===== src/rtl/contador_pkg.sv =====
// Shared constants for the cascaded mod-BASE counter: digit width, digit limit
// and the per-edge operation encoding (clear > load > count > hold).
package contador_pkg;

  localparam int unsigned DIGIT_W    = 4;
  localparam int unsigned MAX_DIGITS = 8;

  typedef enum logic [1:0] {
    OP_HOLD  = 2'b00,
    OP_COUNT = 2'b01,
    OP_LOAD  = 2'b10,
    OP_CLEAR = 2'b11
  } op_e;

  function automatic op_e decode_op(input logic clear, input logic load, input logic enable);
    op_e op;
    op = OP_HOLD;
    if (clear) begin
      op = OP_CLEAR;
    end else if (load) begin
      op = OP_LOAD;
    end else if (enable) begin
      op = OP_COUNT;
    end
    return op;
  endfunction

endpackage


===== src/rtl/contador_digito.sv =====
// One mod-BASE digit with carry/borrow ripple. Updates on the falling clock
// edge; cout_o is combinational so a whole chain settles within one edge.
module contador_digito
  import contador_pkg::*;
#(
  parameter int unsigned BASE = 10
) (
  input  logic               clock,
  input  logic               reset,
  input  op_e                op_i,
  input  logic               up_down_i,
  input  logic               cin_i,
  input  logic [DIGIT_W-1:0] load_digit_i,
  output logic [DIGIT_W-1:0] q_o,
  output logic               cout_o,
  output logic               load_bad_o
);

  localparam logic [DIGIT_W-1:0] MAXV = DIGIT_W'(BASE - 1);

  logic [DIGIT_W-1:0] q_q, q_d;
  logic               at_limit;

  assign at_limit   = up_down_i ? (q_q == MAXV) : (q_q == '0);
  assign cout_o     = cin_i & at_limit;
  assign load_bad_o = ({1'b0, load_digit_i} >= (DIGIT_W + 1)'(BASE));
  assign q_o        = q_q;

  always_comb begin
    q_d = q_q;
    unique case (op_i)
      OP_CLEAR: q_d = '0;
      OP_LOAD:  q_d = load_bad_o ? '0 : load_digit_i;
      OP_COUNT: begin
        if (cin_i) begin
          if (up_down_i) begin
            q_d = (q_q == MAXV) ? '0 : q_q + 1'b1;
          end else begin
            q_d = (q_q == '0) ? MAXV : q_q - 1'b1;
          end
        end
      end
      default: q_d = q_q;
    endcase
  end

  always_ff @(negedge clock or posedge reset) begin
    if (reset) begin
      q_q <= '0;
    end else begin
      q_q <= q_d;
    end
  end

endmodule


===== src/rtl/contador_modn.sv =====
// Cascaded DIGITS x mod-BASE up/down counter, falling-edge clocked.
// Define CONTADOR_MODN_SATURATE_EN to clamp at the terminal count instead of wrapping.
module contador_modn
  import contador_pkg::*;
#(
  parameter int unsigned DIGITS = 2,
  parameter int unsigned BASE   = 10
) (
  input  logic                  clock,
  input  logic                  reset,
  input  logic                  enable,
  input  logic                  up_down,
  input  logic                  clear,
  input  logic                  load,
  input  logic [4*DIGITS-1:0]   load_value,
  output logic [4*DIGITS-1:0]   Q,
  output logic                  tc,
  output logic                  ovf,
  output logic                  load_err
);

  op_e               op;
  op_e               op_eff;
  logic [DIGITS:0]   carry;
  logic [DIGITS-1:0] bad;
  logic              ovf_q, ovf_d;
  logic              load_err_q, load_err_d;

  assign op = decode_op(clear, load, enable);

  // Chain seeded with enable: the final carry-out is exactly the terminal count.
  assign carry[0] = enable;
  assign tc       = carry[DIGITS];

`ifdef CONTADOR_MODN_SATURATE_EN
  assign op_eff = ((op == OP_COUNT) && tc) ? OP_HOLD : op;
`else
  assign op_eff = op;
`endif

  for (genvar g = 0; g < DIGITS; g++) begin : g_digit
    contador_digito #(
      .BASE(BASE)
    ) u_digito (
      .clock        (clock),
      .reset        (reset),
      .op_i         (op_eff),
      .up_down_i    (up_down),
      .cin_i        (carry[g]),
      .load_digit_i (load_value[g*DIGIT_W +: DIGIT_W]),
      .q_o          (Q[g*DIGIT_W +: DIGIT_W]),
      .cout_o       (carry[g+1]),
      .load_bad_o   (bad[g])
    );
  end

  always_comb begin
    ovf_d      = (op == OP_COUNT) && tc;
    load_err_d = (op == OP_LOAD) && (|bad);
  end

  always_ff @(negedge clock or posedge reset) begin
    if (reset) begin
      ovf_q      <= 1'b0;
      load_err_q <= 1'b0;
    end else begin
      ovf_q      <= ovf_d;
      load_err_q <= load_err_d;
    end
  end

  assign ovf      = ovf_q;
  assign load_err = load_err_q;

endmodule


===== config.mk =====
export PLATFORM = sky130hd
export DESIGN_NAME = contador_modn
export DESIGN_NICKNAME = d
export VERILOG_FILES = /design/src/rtl/contador_pkg.sv /design/src/rtl/contador_digito.sv /design/src/rtl/contador_modn.sv
export SDC_FILE = /design/constraint.sdc
export NUM_CORES = 1
export LEC_CHECK = 0
export BUFFER_PORTS_ARGS = -buffer_cell sky130_fd_sc_hd__buf_2
export CAP_MARGIN = 10
export CORE_MARGIN = 5
export CORE_UTILIZATION = 48
export DETAILED_ROUTE_END_ITERATION = 8
export PLACE_DENSITY = 0.75
export SLEW_MARGIN = 20
export SYNTH_ARGS = -nofsm -noshare
export SYNTH_HDL_FRONTEND = slang
export SYNTH_HIERARCHICAL = 1
export SYNTH_SLANG_ARGS = --single-unit
export TNS_END_PERCENT = 100

===== constraint.sdc =====
create_clock -name clock -period 2.26 [get_ports clock]
set_clock_uncertainty 0.15 [all_clocks]
set_input_delay 0.565 -clock clock [delete_from_list [all_inputs] [get_ports clock]]
set_output_delay 0.565 -clock clock [all_outputs]
set_load 0.005 [all_outputs]

=== Word level (Yosys, flattened, before mapping) ===
Index checks and enable logic that the tools add are counted.

* Add/sub/neg operators: 4
* Magnitude comparators: 2
* Equal/unequal tests: 7
* Muxes and demuxes: 17
* Bitwise gates (word level): 2
* Reductions and logical operators: 8

{| class="wikitable"
|+ Operators with widths
! kind !! count
|-
| $mux 4 || 10
|-
| $pmux 4 s3 || 2
|-
| $add 4x1->4 const B || 2
|-
| $eq 4x4->1 const B || 2
|-
| $ge 4x4->1 const B || 2
|-
| $logic_not 4->1 || 2
|-
| $sub 4x1->4 const B || 2
|-
| $eq 2x2->1 const B || 2
|-
| $mux 2 || 2
|-
| $reduce_and 2->1 || 2
|-
| $mux 1 || 3
|-
| $reduce_bool 3->1 || 1
|-
| $and 1x1->1 || 2
|-
| $eq 2x1->1 const B || 1
|-
| $logic_and 1x1->1 || 2
|-
| $ne 2x1->1 const B || 1
|-
| $ne 2x2->1 const B || 1
|-
| $reduce_or 2->1 || 1
|}

* Register bits after elaboration: 10
* Bits of input ports: 14
* Output and inout bits: 11
* Logic and storage cells: 44

=== Longest topological paths before layout ===
Gate-level depths: netlist of the first run.

* Word-level depth: 6
* Mapped depth: 10
* Depth with buffers taken out: 10

=== By module ===
The synthesis of the first run kept the hierarchy.

{| class="wikitable"
|+ By module, submodules not included
! module !! instances !! cells an instance !! area an instance (µm²) !! seq. area each (µm²)
|-
| contador_digito || 2 || 61 || 525.5 || 100.1
|-
| contador_modn || 1 || 9 || 93.8 || 50.0
|}

==> flow_summary.toml, run 1 <==
[run]
cap_violations = 0

[final_layout]
antenna_cells = 0
fin_util_pct = 88.2
area_growth_pct = 73.7
seq_area_sq_um = 250
drive_gt1_share_pct = 61.2
layout.nets = 230
design_area_sq_um = 1990
nFillCells = 108
multi_input_area_sq_um = 977

[floorplanning]
num_rows = 17
io-pin-count = 25
start_util_pct = 50.8
die_x_um = 58.8
fp.dieArea_sq_um = 3460
core_sq_um = 2250
dieHeight_um = 58.8

[drt]
ant_nets = 0
route.detailed.drc = 0
vias = 1411
dr.pass1.iters = 4
drt_iter0_markers = 61
routedWlPerCell_um = 20.3
wl_um = 4640
viasPerCell = 6.16

[timing]
setup_ws_ns = -1.23
setup_viol_count_final = 21
rsz0062_at_grt = "true"
slew_viol_final = 0
worst_slew_pin_slew_ns = 0.356
hold_violations = 0
holdWs_ns = 0.518
relSlewSlack_pct = 76.3

[pwr]
vdd_drop_max_v = 0.000280
p_leak_nw = 0.942
power_density_nw_per_um2 = 379

[run_status]
run_status = "finished, violations left"
violations = "setup timing"

[yosys]
ys_ff_latch = 10
synth_fp_nets = 159
ys_seq_area_share_pct = 21.9
syn_inst = 131
syn_area_sq_um = 1140
ys.warnings.count = 6
avgSynthCellArea_sq_um = 8.74
synth.distinct_cells = 38

[worst_setup_path]
reg2regPathDepth = 9
slowest_delay_ns = 0.47
critical_path_class = "flip-flop to primary output"
critPathLaunchType = "flip-flop"
path_cells = "ha_1 > a31oi_1 > nor3_1 > inv_1 > nor3_2 > buf_2"
r2r-end = "g_digit[1].u_digito/q_o[3]"
worst-path-max-fanout = 3
critPathRequiredTime_ns = 1.54
cp-end-kind = "primary output"
r2r-start = "g_digit[0].u_digito/q_o[0]"
cp.arrival_ns = 2.78
r2r_slack_ns = -0.02
slowest_stage = "dfrtn_1"

[grt]
grt-ovfl-total = 0
grt_antenna_before_repair = 0
gr-usage-all-layers_pct = 22.8
grt_pass1_vias = 1291
grtUsageMet1_pct = 26.6
grt_start_max_net_pins = 12
busiest_layer = "met2"
grt_pass1_wl_um = 5950
use_met3_pct = 5.70
met2_usage_pct = 37.5

[clocking]
insertion_delay_ns = 0.28
cts_buffers = 3
clkTransAtPathRegs_ns = 0.05
cts_tree = "yes"
h-tree-depth = 1
cts.sink_count = 10
root_buffer = "clkbuf_4"
cts_max_path_buffers = 2

[place]
post-dp-hpwl_um = 2550
io_buffers = 24
gp_congestion = 0.848
placed_area_sq_um = 1550

[hold_path]
holdPathEnd = "g_digit[1].u_digito/q_o[3]"
worstHoldPathCells = 3
min_path_type = "flip-flop to flip-flop"
hp-start = "g_digit[1].u_digito/q_o[3]"
[report_power, final]
group	internal [mW]	switching [mW]	leakage (nW)	total, mW
clock	0.0981	0.0676	0.0210	0.166
sequential	0.190	0.00796	0.137	0.198
combinational	0.207	0.184	0.784	0.391
total	0.494	0.260	0.942	0.754
[cell usage after synthesis]
| library cell | number | area share [%] |
|---|---|---|
| inv_1 | 16 | 5.2 |
| ha_1 | 14 | 15 |
| dfrtn_1 | 10 | 22 |
| nand2_1 | 10 | 3.3 |
| nor2_1 | 9 | 3.0 |
| a21oi_1 | 6 | 2.6 |
| a22o_1 | 4 | 3.1 |
| nand3b_1 | 4 | 2.6 |
| nor3_1 | 3 | 1.3 |
| a2111o_1 | 2 | 2.0 |
| a211oi_1 | 2 | 1.3 |
| a21boi_0 | 2 | 1.3 |
| a21o_1 | 2 | 1.3 |
| a221oi_1 | 2 | 1.5 |
| a31oi_1 | 2 | 1.1 |
| and2b_2 | 2 | 1.5 |
| and3b_2 | 2 | 1.7 |
| buf_2 | 2 | 0.87 |
| buf_4 | 2 | 1.3 |
| buf_6 | 2 | 2.0 |
| mux2_2 | 2 | 2.0 |
| nand2b_4 | 2 | 2.4 |
| nand3_1 | 2 | 0.87 |
| nand4_1 | 2 | 1.1 |
| nand4b_1 | 2 | 1.5 |
| nor3b_1 | 2 | 1.3 |
| o211ai_1 | 2 | 1.3 |
| o21ai_0 | 2 | 0.87 |
| o21bai_1 | 2 | 1.3 |
| o221ai_2 | 2 | 2.6 |
| o31a_1 | 2 | 1.5 |
| o32ai_1 | 2 | 1.5 |
| or3_1 | 2 | 1.1 |
| or4b_4 | 2 | 2.4 |
| xor2_1 | 2 | 1.5 |
| a21o_2 | 1 | 0.77 |
| and4bb_2 | 1 | 1.1 |
| or2_2 | 1 | 0.55 |
[worst max path at each step]
stage                                from                          to  slack [ns]  cells after the start
6_report       g_digit[0].u_digito/q_o[0]                          tc       -1.23                      6
5_1_grt        g_digit[0].u_digito/q_o[0]                          tc       -1.35                      6
4_1_cts        g_digit[0].u_digito/q_o[1]                          tc       -1.19                      9
3_5_place_dp                         load  g_digit[0].u_digito/q_o[3]       -1.03                      9
3_3_place_gp   g_digit[0].u_digito/q_o[0]                          tc       -0.97                      9
2_1_floorplan  g_digit[0].u_digito/q_o[0]                          tc       -0.82                      5
[logic make-up after synthesis]
logic type      count (synthesis)  share of synthesized area (%)
compound gates                 35                           24.2
mux                             2                           1.97
flops                          10                           21.9
xor+xnor                        2                           1.53
simple gates                   46                           25.8
fa+ha+maj                      14                           15.3
buf+inv                        22                           9.40
[per-stage QoR]
step / worst slack [ns] / cells / total power, mW / TNS [ns]
floorplan: -0.815 / 131 / 0.357 / -7.08
global placement: -0.972 / 208 / 0.461 / -10.94
detailed placement: -1.03 / 208 / 0.472 / -11.63
CTS: -1.19 / 220 / 0.699 / -11.03
global route: -1.35 / 229 / 0.790 / -12.74
finish: -1.23 / 229 / 0.754 / -12.04
[worst max-delay path: cells and delay by family, from the launching register on]
family | cells | cell delay, ns
adder cells (fa/ha/maj) | 1 | 0.24
buffers and inverters | 2 | 0.25
AO/OA/AOI/OAI | 1 | 0.11
flip-flops | 1 | 0.47
AND/OR/NAND/NOR | 2 | 0.31
[layout make-up]
cell class | count | share of cell area, %
sequential | 10 | 12.6
timing repair buffer | 72 | 31.3
clock buffer | 4 | 1.83
multi-input combinational | 99 | 49.2
inverter | 16 | 3.40
tap | 28 | 1.76
[layout by cell type, fill, tap and decap left out, types with 4 or more instances in the layout]
master / n
a22o_1: 4
nand3b_1: 4
inv_2: 6
nor2_1: 5
buf_2: 10
inv_1: 7
ha_1: 8
buf_6: 21
dfrtn_1: 10
ha_4: 5
buf_4: 38
nand2_1: 9
[timing repair]
action                                  4_1_cts  5_1_grt
gates cloned                                  0        0
pin swaps                                    17       14
gates resized for setup                      40       21
hold buffers                                  0        0
endpoints found under the setup margin       21       21
buffers inserted                              9       11
[registers in the layout, indices dropped and copies added (netlist names)]
register / cells
g_digit.u_digito/q_o: 8
load_err: 1
ovf: 1
[metal layers]
layer	share of wire (%)	vias up
met5	0	-
met2	48	97
li1	-	616
met3	9.4	26
met1	39	672
met4	3.8	0
(Power assumes the default switching activity.)
==> run 2, diff against run 1 <==
clock period = 4.25 ns   (was 2.26 ns; I/O delays follow)
==> flow_summary.toml, run 2 (synthesis gave the netlist of run 1 again) <==
[drt]
wl_um = 5070
route.detailed.drc = 0
dr.pass1.iters = 5
vias = 1492
viasPerCell = 6.30
ant_nets = 0
routedWlPerCell_um = 21.4
drt_iter0_markers = 123

[final_layout]
final_common_cell = "buf_4"
layout.nets = 238
nFillCells = 102
finalNonFillerCells = 237
most-common-layout-cells = "39 x buf_4, 22 x buf_6, 15 x buf_2"
antenna_cells = 0
design_area_sq_um = 1990
seq_area_sq_um = 250
area_growth_pct = 74.1
drive_gt1_share_pct = 58.4
multi_input_area_sq_um = 921
largest_register_ffs = 8
fin_util_pct = 88.4

[clocking]
clkTransAtPathRegs_ns = 0.06
root_buffer = "clkbuf_4"
insertion_delay_ns = 0.28
cts.sink_count = 10
hold_buffers = 0
cts_max_path_buffers = 2
cts_buffers = 3
h-tree-depth = 1
cts_tree = "yes"

[hold_path]
worstHoldPathCells = 2
min_path_type = "flip-flop to flip-flop"

[floorplanning]
dieHeight_um = 58.8
core_sq_um = 2250
io-pin-count = 25
die_x_um = 58.8
num_rows = 17
fp.dieArea_sq_um = 3460
start_util_pct = 50.8

[worst_setup_path]
cp.arrival_ns = 3.87
reg2regPathDepth = 12
r2r_slack_ns = 1.94
critical_path_class = "flip-flop to primary output"
worst-path-max-fanout = 3
critPathLaunchType = "flip-flop"
critPathRequiredTime_ns = 3.04
cp-end-kind = "primary output"

[pwr]
total_power_mw = 0.416
vdd_drop_max_v = 0.000271
power_density_nw_per_um2 = 209
p_leak_nw = 0.974

[timing]
rsz0062_at_grt = "true"
slew_viol_final = 0
setup_ws_ns = -0.830
setup_viol_count_final = 15
hold_violations = 0
worst_slew_pin_slew_ns = 0.336
relSlewSlack_pct = 77.4

[run_status]
run_status = "finished, violations left"
violations = "setup timing"

[place]
post-dp-hpwl_um = 2770
dp.cells = 208
io_buffers = 24
placed_area_sq_um = 1540
preCtsSetupSlack_ns = -0.517
gp_congestion = 0.884

[grt]
grt_pass1_wl_um = 6960
grt_start_max_net_pins = 12
grt-ovfl-total = 0
gr-usage-all-layers_pct = 26.5
grt_antenna_before_repair = 0
grt_pass1_vias = 1490

[run]
cap_violations = 0
==> run 2: critical path, stage by stage (launching register included) <==
cell      delay, ns
dfrtn_1        0.37
inv_2          0.10
ha_4           0.15
nand2b_4       0.05
nor2_2         0.09
a31oi_1        0.06
nor3_1         0.19
inv_1          0.10
nor3_2         0.21
buf_2          0.15
==> run 2: layout make-up <==
| cell class | count | share of cell area [%] |
|---|---|---|
| Clock buffer | 4 | 1.82 |
| Inverter | 16 | 3.52 |
| Multi-Input combinational cell | 99 | 46.2 |
| Sequential cell | 10 | 12.6 |
| Tap cell | 28 | 1.76 |
| Timing Repair Buffer | 80 | 34.1 |
==> run 2: timing repair <==
item | in CTS | in global routing
pin swaps | 15 | 10
endpoints found under the setup margin | 16 | 16
buffers inserted | 21 | 11
resized for setup | 44 | 12
==> run 2: metrics by stage <==
| stage | TNS [ns] | hold WS [ns] |
|---|---|---|
| finish | -3.67 | 0.521 |
| global route | -4.70 | 0.532 |
| CTS | -2.45 | 0.480 |
| detailed placement | -4.29 | 0.446 |
| global placement | -4.02 | 0.450 |
| floorplan | -1.66 | 0.411 |
==> run 2: metal layers <==
metal	up-vias	GRT usage (%)	routed length, um
li1	630	-	-
met1	694	32.7	1860
met2	132	43.8	2380
met3	36	7.46	519
met4	0	9.06	311
met5	-	0	0
==> run 2: path summary, 6_finish.rpt <==
| kind | from | endpoint |
|---|---|---|
| setup / recovery | g_digit[0].u_digito/q_o[0] | tc |
| hold / removal | g_digit[1].u_digito/q_o[0] | g_digit[1].u_digito/q_o[0] |
| setup reg to reg | g_digit[0].u_digito/q_o[0] | g_digit[0].u_digito/q_o[2] |
| min in group asynchronous | reset | ovf |
| max in group asynchronous | reset | g_digit[0].u_digito/q_o[1] |
| hold reg to reg | g_digit[1].u_digito/q_o[0] | g_digit[1].u_digito/q_o[0] |
==> run 2: report_power, final <==
part	internal (mW)	switching, mW
Combinational	0.118	0.102
Clock	0.0521	0.0385
Sequential	0.101	0.00463
